`src/rtl/riscv_fetch_pkg.sv`:
```
// Shared types and constants for the instruction fetch sequencer.
//   fetch_state_e    : sequencer FSM states
//   addr_t           : 64-bit byte address
//   RESET_PC_DEFAULT : default first fetch address after reset
package riscv_fetch_pkg;

  localparam int unsigned XLEN   = 64;
  localparam int unsigned ILEN   = 32;
  localparam int unsigned LINE_W = 64;

  typedef logic [XLEN-1:0] addr_t;

  typedef enum logic [2:0] {
    ST_REQ   = 3'd0,
    ST_WAIT  = 3'd1,
    ST_DRAIN = 3'd2,
    ST_DROP  = 3'd3,
    ST_HALT  = 3'd4
  } fetch_state_e;

  localparam addr_t RESET_PC_DEFAULT = 64'h0;

  // Byte address of the 8-byte line holding a.
  function automatic addr_t line_addr(input addr_t a);
    return a & ~addr_t'(7);
  endfunction

  // Byte address of the 4-byte word holding a.
  function automatic addr_t word_addr(input addr_t a);
    return a & ~addr_t'(3);
  endfunction

endpackage

```
`src/rtl/fetch_line_buf.sv`:
```
// Two-slot fetched-line register with slot-select mux.
//   clk, reset : clock, async active-high reset (clears the line)
//   load, data : capture a full 64-bit line from the bus
//   clear      : discard buffered words (redirect)
//   sel        : slot to present (0 = [31:0], 1 = [63:32])
//   word_c     : selected slot of the line as it will be after this edge,
//                so the caller can register it in the same cycle
module fetch_line_buf
  import riscv_fetch_pkg::*;
(
  input  logic              clk,
  input  logic              reset,
  input  logic              load,
  input  logic              clear,
  input  logic [LINE_W-1:0] data,
  input  logic              sel,
  output logic [ILEN-1:0]   word_c
);

  logic [LINE_W-1:0] line;
  logic [LINE_W-1:0] line_d;

  // Next line contents; load wins over clear.
  always_comb begin
    line_d = line;
    if (load) begin
      line_d = data;
    end else if (clear) begin
      line_d = '0;
    end
  end

  assign word_c = sel ? line_d[LINE_W-1:ILEN] : line_d[ILEN-1:0];

  always_ff @(posedge clk or posedge reset) begin
    if (reset) begin
      line <= '0;
    end else begin
      line <= line_d;
    end
  end

endmodule

```
`src/rtl/fetch_sequencer.sv`:
```
// Instruction fetch sequencer: requests 8-byte lines over a single-outstanding
// bus, splits each line into two 32-bit instructions and hands them to the
// decoder with a valid/ready handshake. Redirects restart fetch at a new PC,
// discarding buffered words and, if needed, one in-flight response beat.
//   clk, reset          : clock, async active-high reset
//   bus_req/_addr/_ack  : line read request, aligned address, acceptance
//   bus_resp_valid/data : response beat
//   redirect_valid/pc   : restart fetch
//   ir_valid/ir/ir_pc   : instruction offered to decoder, ir_ready accepts
//   halted              : fetch stopped on a zero word
// Optional build macro FETCH_HALT_ON_ZERO_EN: a zero instruction word is not
// offered; fetch halts until the next redirect.
module fetch_sequencer
  import riscv_fetch_pkg::*;
#(
  parameter addr_t RESET_PC = RESET_PC_DEFAULT
)
(
  input  logic              clk,
  input  logic              reset,
  output logic              bus_req,
  output logic [XLEN-1:0]   bus_req_addr,
  input  logic              bus_req_ack,
  input  logic              bus_resp_valid,
  input  logic [LINE_W-1:0] bus_resp_data,
  input  logic              redirect_valid,
  input  logic [XLEN-1:0]   redirect_pc,
  output logic              ir_valid,
  output logic [ILEN-1:0]   ir,
  output logic [XLEN-1:0]   ir_pc,
  input  logic              ir_ready,
  output logic              halted
);

  fetch_state_e    state;
  fetch_state_e    state_d;
  addr_t           pc;
  addr_t           pc_d;
  logic            buf_load;
  logic            buf_clear;
  logic [ILEN-1:0] word_c;
  logic            xfer_c;
  logic            halt_now_c;
  logic            next_zero_c;
  addr_t           redirect_tgt_c;

  assign xfer_c         = ir_valid & ir_ready;
  assign redirect_tgt_c = word_addr(redirect_pc);

`ifdef FETCH_HALT_ON_ZERO_EN
  // In DRAIN, ir always holds the selected slot, valid or not.
  assign halt_now_c  = (ir == '0);
  assign next_zero_c = (word_c == '0);
`else
  assign halt_now_c  = 1'b0;
  assign next_zero_c = 1'b0;
`endif

  fetch_line_buf u_line_buf (
    .clk    (clk),
    .reset  (reset),
    .load   (buf_load),
    .clear  (buf_clear),
    .data   (bus_resp_data),
    .sel    (pc_d[2]),
    .word_c (word_c)
  );

  // Next state, next pc, line buffer control.
  always_comb begin
    state_d   = state;
    pc_d      = pc;
    buf_load  = 1'b0;
    buf_clear = 1'b0;
    case (state)
      ST_REQ: begin
        if (redirect_valid) begin
          pc_d      = redirect_tgt_c;
          buf_clear = 1'b1;
          // An accepted request must have its response dropped.
          state_d   = bus_req_ack ? ST_DROP : ST_REQ;
        end else if (bus_req_ack) begin
          state_d = ST_WAIT;
        end
      end
      ST_WAIT: begin
        if (redirect_valid) begin
          pc_d      = redirect_tgt_c;
          buf_clear = 1'b1;
          state_d   = bus_resp_valid ? ST_REQ : ST_DROP;
        end else if (bus_resp_valid) begin
          buf_load = 1'b1;
          state_d  = ST_DRAIN;
        end
      end
      ST_DRAIN: begin
        // Redirect decides pc/state even when a transfer happens alongside.
        if (redirect_valid) begin
          pc_d      = redirect_tgt_c;
          buf_clear = 1'b1;
          state_d   = ST_REQ;
        end else if (halt_now_c) begin
          state_d = ST_HALT;
        end else if (xfer_c) begin
          pc_d    = pc + addr_t'(4);
          state_d = pc[2] ? ST_REQ : ST_DRAIN;
        end
      end
      ST_DROP: begin
        if (redirect_valid) begin
          pc_d      = redirect_tgt_c;
          buf_clear = 1'b1;
        end
        if (bus_resp_valid) begin
          state_d = ST_REQ;
        end
      end
      ST_HALT: begin
        if (redirect_valid) begin
          pc_d      = redirect_tgt_c;
          buf_clear = 1'b1;
          state_d   = ST_REQ;
        end
      end
      default: begin
        state_d = ST_REQ;
      end
    endcase
  end

  // State, pc and registered outputs derived from next-state values.
  always_ff @(posedge clk or posedge reset) begin
    if (reset) begin
      state        <= ST_REQ;
      pc           <= RESET_PC;
      bus_req      <= 1'b1;
      bus_req_addr <= line_addr(RESET_PC);
      ir_valid     <= 1'b0;
      ir           <= '0;
      ir_pc        <= '0;
    end else begin
      state        <= state_d;
      pc           <= pc_d;
      bus_req      <= (state_d == ST_REQ);
      bus_req_addr <= line_addr(pc_d);
      ir_valid     <= (state_d == ST_DRAIN) && !next_zero_c;
      if (state_d == ST_DRAIN) begin
        ir    <= word_c;
        ir_pc <= pc_d;
      end
    end
  end

`ifdef FETCH_HALT_ON_ZERO_EN
  always_ff @(posedge clk or posedge reset) begin
    if (reset) begin
      halted <= 1'b0;
    end else begin
      halted <= (state_d == ST_HALT);
    end
  end
`else
  assign halted = 1'b0;
`endif

endmodule

```
`config.mk`:
```
export PLATFORM = sky130hd
export DESIGN_NAME = fetch_sequencer
export DESIGN_NICKNAME = d
export VERILOG_FILES = /design/src/rtl/riscv_fetch_pkg.sv /design/src/rtl/fetch_line_buf.sv /design/src/rtl/fetch_sequencer.sv
export SDC_FILE = /design/constraint.sdc
export NUM_CORES = 1
export LEC_CHECK = 0
export ABC_AREA = 1
export ABC_CLOCK_PERIOD_IN_PS = 10000
export CORE_ASPECT_RATIO = 1.25
export CORE_UTILIZATION = 44
export DETAILED_ROUTE_END_ITERATION = 6
export HOLD_SLACK_MARGIN = 0.1
export PLACE_DENSITY = 0.72
export SLEW_MARGIN = 20
export SYNTH_ARGS = -nofsm -noshare
export SYNTH_HDL_FRONTEND = slang
export SYNTH_SLANG_ARGS = --single-unit
```
`constraint.sdc`:
```
create_clock -name clk -period 10 [get_ports clk]
set_input_delay 2 -clock clk [delete_from_list [all_inputs] [get_ports clk]]
set_output_delay 2 -clock clk [all_outputs]
set_load 0.02 [all_outputs]
```
==> impl_results.md <==
- Critical path launch point type: input port
- RD Place Congestion: 0.9662
- Fin nets: 2074
- Inserted Clock Buffers: 25
- Core area: 28580 um2
- DR DRC count: 0
- Initial drt markers: 689
- Die height: 193.0 um
- Top cells by area, synth: dfrtp_1 (44%), nand2_1 (17%), nand3_1 (7.6%), buf_4 (4.6%), inv_1 (4.5%)
- Final Hold Violating Endpoints: 0
- Combinational fraction of design power: 0.465
- Die ar.: 29880 um2
- Gate Count Post-Synth: 1752
- Sequential share of the synthesized area: 0.4463
- Die X-Extent: 154.8 um
- Antenna-violating nets left: 0
- Clock power frac: 0.191
- Synth area leader: dfrtp_1
- Status: finished, final reports clean
- Post-synth cell types: 43
- Worst min-delay path startpoint: pc[1]$_DFF_PP0_
- Hold buffer count at CTS: 0
- Final setup fails: 0
- Post-Place Worst Slack: 4542 ps
- FMAX: 204.3 MHz
- Reg-to-reg startpoint: state[2]$_DFF_PP0_
- Detailed Routing Iterations Pass 1: 5
- Port bufs: 290
- Post-synth top area share: 0.4442
- Most common cell after layout, fill and taps aside: nand2_1
- Share of cells above drive strength 1: 0.05368
- Avg Cell Area, Syn: 7.331 um2
- Fin crit period: 4895 ps
- Hold Crit Depth: 2
- Number of synthesized flops with an enable pin: 0
- Max-slew violations: 0
- Worst Hold Class: flop to flop
- Initial Util: 0.4495
- Synth warnings: 0
- Clk_skew: 22.47 ps
- Clock Tree Buf Depth: 3
- Number of I/O pins: 297
- Worst reg-to-reg setup slack: 6770 ps
- Register area: 5732 um2
- Area Overhead vs Synth: 26.62%
- RSZ-0062 raised after global routing: no
- Hold Path End: pc[1]$_DFF_PP0_
- Max-Cap Viols: 0
- Internal Power: 2.626 mW
- Fin Setup TNS: 0 ps
- H-tree depth: 1
- Relative slew margins: 0.3703
- Arr. time, crit path: 5330 ps
- Ys async rst share: 1.000
- Switching part of the total: 0.4374
- Synthesized area: 12840 um2
- Drt via density: 5.249
- CP max FO: 87
- Post-CTS Setup Bufs: 0
- Largest net degree at the start of global routing: 129
- Worst setup EP type: flop
- Later-pin clock latency in the skew report: 530 ps
- Max IR drop VDD: 0.1543 mV
- Lkg Pwr: 7.418 nW
- Site Rows: 69
- Via count: 12320
- Psw: 2.042 mW
- DP HPWL: 28920 um
- Multi-input logic area: 5643 um2
- Global Route Usage Sum: 0.2733
- Reg2reg end: ir[26]$_DFFE_PP0P_
- Seq pwr share: 0.344
- WL per Instance: 17.43 um
- Root Driver: clkbuf_16
- Clk slew on worst S/H paths: 60 ps
- Post-Route WL: 40910 um
- Most frequent cells in the layout: nand2_1 (573), clkdlybuf4s50_1 (289), dfrtp_1 (228)
- Top FF cell, synth: dfrtp_1
- Initial antenna violation count: 3
- Kind of critical path: input port to flop
- Power per cell area: 287.0 nW/um2
- Yosys reg bits: 229
- Filler cells: 2687
- GR Overflow Total: 0
- Final Cycle Share: 0.4895
- Final WS setup: 5105 ps
- Count of cells along the worst register-to-register path: 10
- Least-Margin Pin Slew: 944.5 ps
- Post-CTS resize count: 0
- First-pass GRT wire length: 63810 um
- Vias in the first global route: 11960
- CTS tree: done
- Worst Path Required: 10440 ps
- Clk sinks: 229
==> layer usage <==
metal / track usage / wire [um] / up-vias
met2: 0.4861 / 20400 / 437
met5: 0 / 24 / -
met4: 0.1123 / 1407 / 4
met3: 0.06124 / 3122 / 79
li1: - / - / 5949
met1: 0.3190 / 15960 / 5851
==> sequential cells by signal (all words and copies together) (netlist names) <==
| name | cells |
|---|---|
| bus_req | 1 |
| bus_req_addr | 1 |
| ir | 32 |
| ir_pc | 64 |
| ir_valid | 1 |
| pc | 63 |
| state | 3 |
| u_line_buf.line | 64 |
==> through the flow <==
| stage | cell area [um2] | power [mW] | std cells | hold slack (ps) | util |
|---|---|---|---|---|---|
| finish | 16260 | 4.667 | 2347 | 461.5 | 0.5691 |
| global route | 16260 | 4.955 | 2347 | 499.4 | 0.5691 |
| CTS | 16250 | 4.693 | 2346 | 463.1 | 0.5688 |
| detailed placement | 15470 | 3.786 | 2302 | 448.8 | 0.5413 |
| global placement | 15470 | 3.751 | 2302 | 441.7 | 0.5412 |
| floorplan | 12850 | 2.957 | 1755 | 426.4 | - |
==> final cells by class <==
class / count / share of cell area
antenna: 1 / 0.0001539
clock buffer: 38 / 0.04578
clock inverter: 6 / 0.002462
inverter: 163 / 0.03847
multi-input combinational: 1219 / 0.3470
sequential: 229 / 0.3524
tap: 390 / 0.03000
timing repair buffer: 301 / 0.1837
==> critical path: stages <==
cell and delay (ps):
buf_2 680, inv_2 510, o21ai_1 290, o21ai_1 80, nor2_1 170, nand2_2 110
inv_4 330, buf_4 770, nor2_1 100, a31oi_1 180
==> Yosys cell counts (2+ instances only) <==
| master | count |
|---|---|
| buf_2 | 39 |
| o21ai_1 | 13 |
| nand3_2 | 2 |
| nor2_2 | 11 |
| buf_1 | 5 |
| inv_1 | 153 |
| or2_2 | 13 |
| nor2_4 | 4 |
| a21oi_1 | 24 |
| dfrtp_1 | 228 |
| o21bai_1 | 5 |
| nor3_1 | 16 |
| nand2_2 | 3 |
| o21ai_0 | 81 |
| o221ai_1 | 2 |
| nor2_1 | 145 |
| buf_4 | 78 |
| and3_1 | 2 |
| mux2i_1 | 18 |
| a31oi_1 | 32 |
| clkbuf_1 | 21 |
| nor3_2 | 5 |
| nor3_4 | 2 |
| o211ai_1 | 29 |
| nand4_1 | 30 |
| nand2_1 | 573 |
| nand3_1 | 195 |
| inv_2 | 8 |
==> worst max-delay path by stage <==
stage | start | end | slack, ps | cells past startpoint
floorplan | reset | bus_req_addr[63]$_DFF_PP0_ | 1730 | 1
global placement | redirect_valid | ir[20]$_DFFE_PP0P_ | 4650 | 9
detailed placement | redirect_valid | ir[13]$_DFFE_PP0P_ | 4540 | 10
CTS | redirect_valid | ir[26]$_DFFE_PP0P_ | 5080 | 10
global route | redirect_valid | ir[14]$_DFFE_PP0P_ | 4810 | 10
finish | redirect_valid | ir[13]$_DFFE_PP0P_ | 5110 | 10
==> power by group through the flow <==
stage / clock [mW] / sequential [mW] / combinational (mW)
2_1_floorplan: 0 / 1.71 / 1.24
3_3_place_gp: 0 / 1.61 / 2.14
3_5_place_dp: 0 / 1.61 / 2.18
4_1_cts: 0.905 / 1.60 / 2.19
5_1_grt: 0.942 / 1.65 / 2.36
6_report: 0.889 / 1.61 / 2.17
==> cells by family (layout without fill, tap and decap cells) <==
logic type	Yosys count	after routing	share of synthesized area
AOI/OAI and AO/OA	189	189	0.08476
adders and majority gates	1	1	0.0009740
buffers and inverters	307	508	0.1170
DFF	229	229	0.4463
muxes	18	18	0.01403
other	1	5	0.0002920
and+or+nand+nor	1007	1007	0.3367
(Power assumes the default switching activity.)
==> patch (same flow settings) <==
Set the package constant `XLEN` to 128 (it was 64).
--- a/src/rtl/riscv_fetch_pkg.sv
+++ b/src/rtl/riscv_fetch_pkg.sv
@@ -6,3 +6,3 @@
 
-  localparam int unsigned XLEN   = 64;
+  localparam int unsigned XLEN   = 128;
   localparam int unsigned ILEN   = 32;
Interface: changed (resized bus_req_addr, ir_pc and redirect_pc); port bits go from 297 to 489. The function was not compared with the original's and may differ.
==> patch against the unedited design <==
The flow now finishes with violations (design-rule violations); sequential cell count is 128 higher; final cell count is 78% higher; setup slack worse by 0.033 ns; wire length is 110% higher; count of clock-buffer cells in the layout is 16 higher; critical path depth is 2 higher; total power is 83% higher; synthesized area is 73% higher; design area is 71% higher; sequential share of layout area is 3.2 points lower; highest routed layer unchanged.
==> patch: results (changes against the unedited design) <==
| Metric | Value |
|---|---|
| H-tree levels | 2 (+1) |
| Synth area leaders | dfrtp_1, nand2_1, nand3_1 |
| Hold wc startpoint | ir_pc[6] |
| Capturing point of the worst reg2reg path | ir[22] |
| Biggest regs | ir_pc: 128 flops, pc: 127 flops, u_line_buf.line: 64 flops |
| TritonRoute pass-1 iters | 7 (+2) |
| Hold Path Depth | 2 (unchanged) |
| Post-Synth Adder-Cell Area | 0.05637% (-0.041 points) |
| Max clock buf depth | 3 (unchanged) |
| Final WL | 87,740 um (+110%) |
| Setup Fix Bufs, Post-CTS | 0 (unchanged) |
| NumNets Final | 3,686 (+78%) |
| Post-DRT Antenna Nets | 0 (unchanged) |
| Area post-placement | 26,450 um2 (+71%) |
| Post-CTS Hold Buffers | 0 (unchanged) |
| Metal2 WL | 40,280 um (+98%) |
| Antenna violations before repair | 6 (+3) |
| Global-route wire length before repair | 131,300 um (+110%) |
| DRC Markers | 7 (+7) |
| Hold path endpoint | ir_pc[6] |
| Asr flop ratio synth | 100.0% (unchanged) |
| P_leak | 12.62 nW (+70%) |
| Metal3 WL | 8286 um (+170%) |
| Status | finished, violations left |
| Seq/Total Area, Yosys | 40.25% (-4.4 points) |
| Worst Skew | 0.02226 ns (-0.0002031 ns) |
| XOR/XNOR Fraction of Synth Area | 0% (unchanged) |
| Layout cell share with drive strength beyond 1 | 5.516% (+0.15 points) |
| Reg2Reg Launch Point | state[0] |
| Tot GR Track Use | 33.84% (+6.5 points) |
| Dpl cells | 4,096 (+78%) |
| Largest net degree at the start of global routing | 183 (+42%) |
| Clock buffer count from CTS | 40 (+60%) |
| HPWL after detailed placement | 64,270 um (+120%) |
| Final Hold Viols | 0 (unchanged) |
| Synth unique cells | 50 (+16%) |
| R2r worst-path depth | 12 (+2) |
| Metal-1 WL | 34,530 um (+120%) |
| PortBufs | 482 (+66%) |
| GP Congestion | 1.018 (+5.3%) |
| Violated checks | design-rule violations |
| Most instantiated cells after synthesis | nand2_1, dfrtp_1, nor2_1 |
| Slew @ Worst Pin | 0.9954 ns (+0.05089 ns) |
| Worst skew pair latency | 0.57 ns (+0.04 ns) |
| Post-Synthesis Mean Instance Area | 6.932 um2 (-5.4%) |
| DR vias/cell | 5.400 (+2.9%) |
| WHS | 0.4757 ns (+0.01416 ns) |
| Reg-to-reg setup timing slack | 6.32 ns (-0.45 ns) |
| Detailed router's first-iteration violation count | 1,759 (+160%) |
| Peak VDD IR | 0.3105 mV (+100%) |
| Mux cell area share after synthesis | 1.488% (+0.085 points) |
| Syn. warnings | 0 (unchanged) |
| Top_reg_cell synth | dfrtp_1 |
| Synth Area in Compound Gates | 8.241% (-0.23 points) |
| FILL cells | 4,739 (+76%) |
| Largest fanout on the critical path | 74 (-15%) |
| DR WL/cell | 21.03 um (+21%) |
| Vias in the first global route | 21.38k (+79%) |
## patch: worst max path at each step
| stage | from | endpoint | slack, ns | cells after the start |
|---|---|---|---|---|
| floorplan | reset | bus_req_addr[127] | 3.22 | 1 |
| global placement | redirect_valid | ir[24] | 4.52 | 12 |
| detailed placement | redirect_valid | ir_pc[68] | 4.44 | 12 |
| CTS | redirect_valid | ir_pc[123] | 5.04 | 12 |
| global route | redirect_valid | ir_pc[80] | 4.81 | 12 |
| finish | redirect_valid | ir_pc[123] | 5.07 | 12 |
## patch: layer usage
metal / up-vias / track usage [%]
met2: 1008 / 53.78
met4: 2 / 17.38
li1: 10720 / -
met5: - / 0
met1: 10580 / 42.46
met3: 224 / 8.571
## patch: critical path, cell delays in order
cell,delay (ns)
buf_6,0.26
buf_4,0.70
or2_1,0.25
nand2_1,0.06
o21ai_1,0.09
a211oi_2,0.05
nand2_1,0.16
nor2_4,0.07
inv_4,0.55
buf_4,0.85
nand2_1,0.14
nand2_1,0.11
## patch: per-stage QoR
stage / util (%) / setup WS [ns]
2_1_floorplan: - / 3.217
3_5_place_dp: 53.41 / 4.439
5_1_grt: 56.24 / 4.812
6_report: 56.24 / 5.072
4_1_cts: 56.22 / 5.037
3_3_place_gp: 53.41 / 4.520
## patch: final cells by class
type / count / area share (%)
timing repair buffer: 501 / 17.97
antenna: 4 / 0.03594
multi-input combinational: 2299 / 38.07
clock inverter: 18 / 1.033
sequential: 357 / 32.08
tap: 651 / 2.924
clock buffer: 54 / 3.962
inverter: 288 / 3.921
## patch: power breakdown
part | leakage, nW | switching (mW) | internal, mW | total (mW)
logic | 7.44 | 2.59 | 1.60 | 4.20
clock network | 0.685 | 0.635 | 0.959 | 1.59
registers | 4.49 | 0.710 | 2.03 | 2.74
total | 12.6 | 3.94 | 4.59 | 8.53
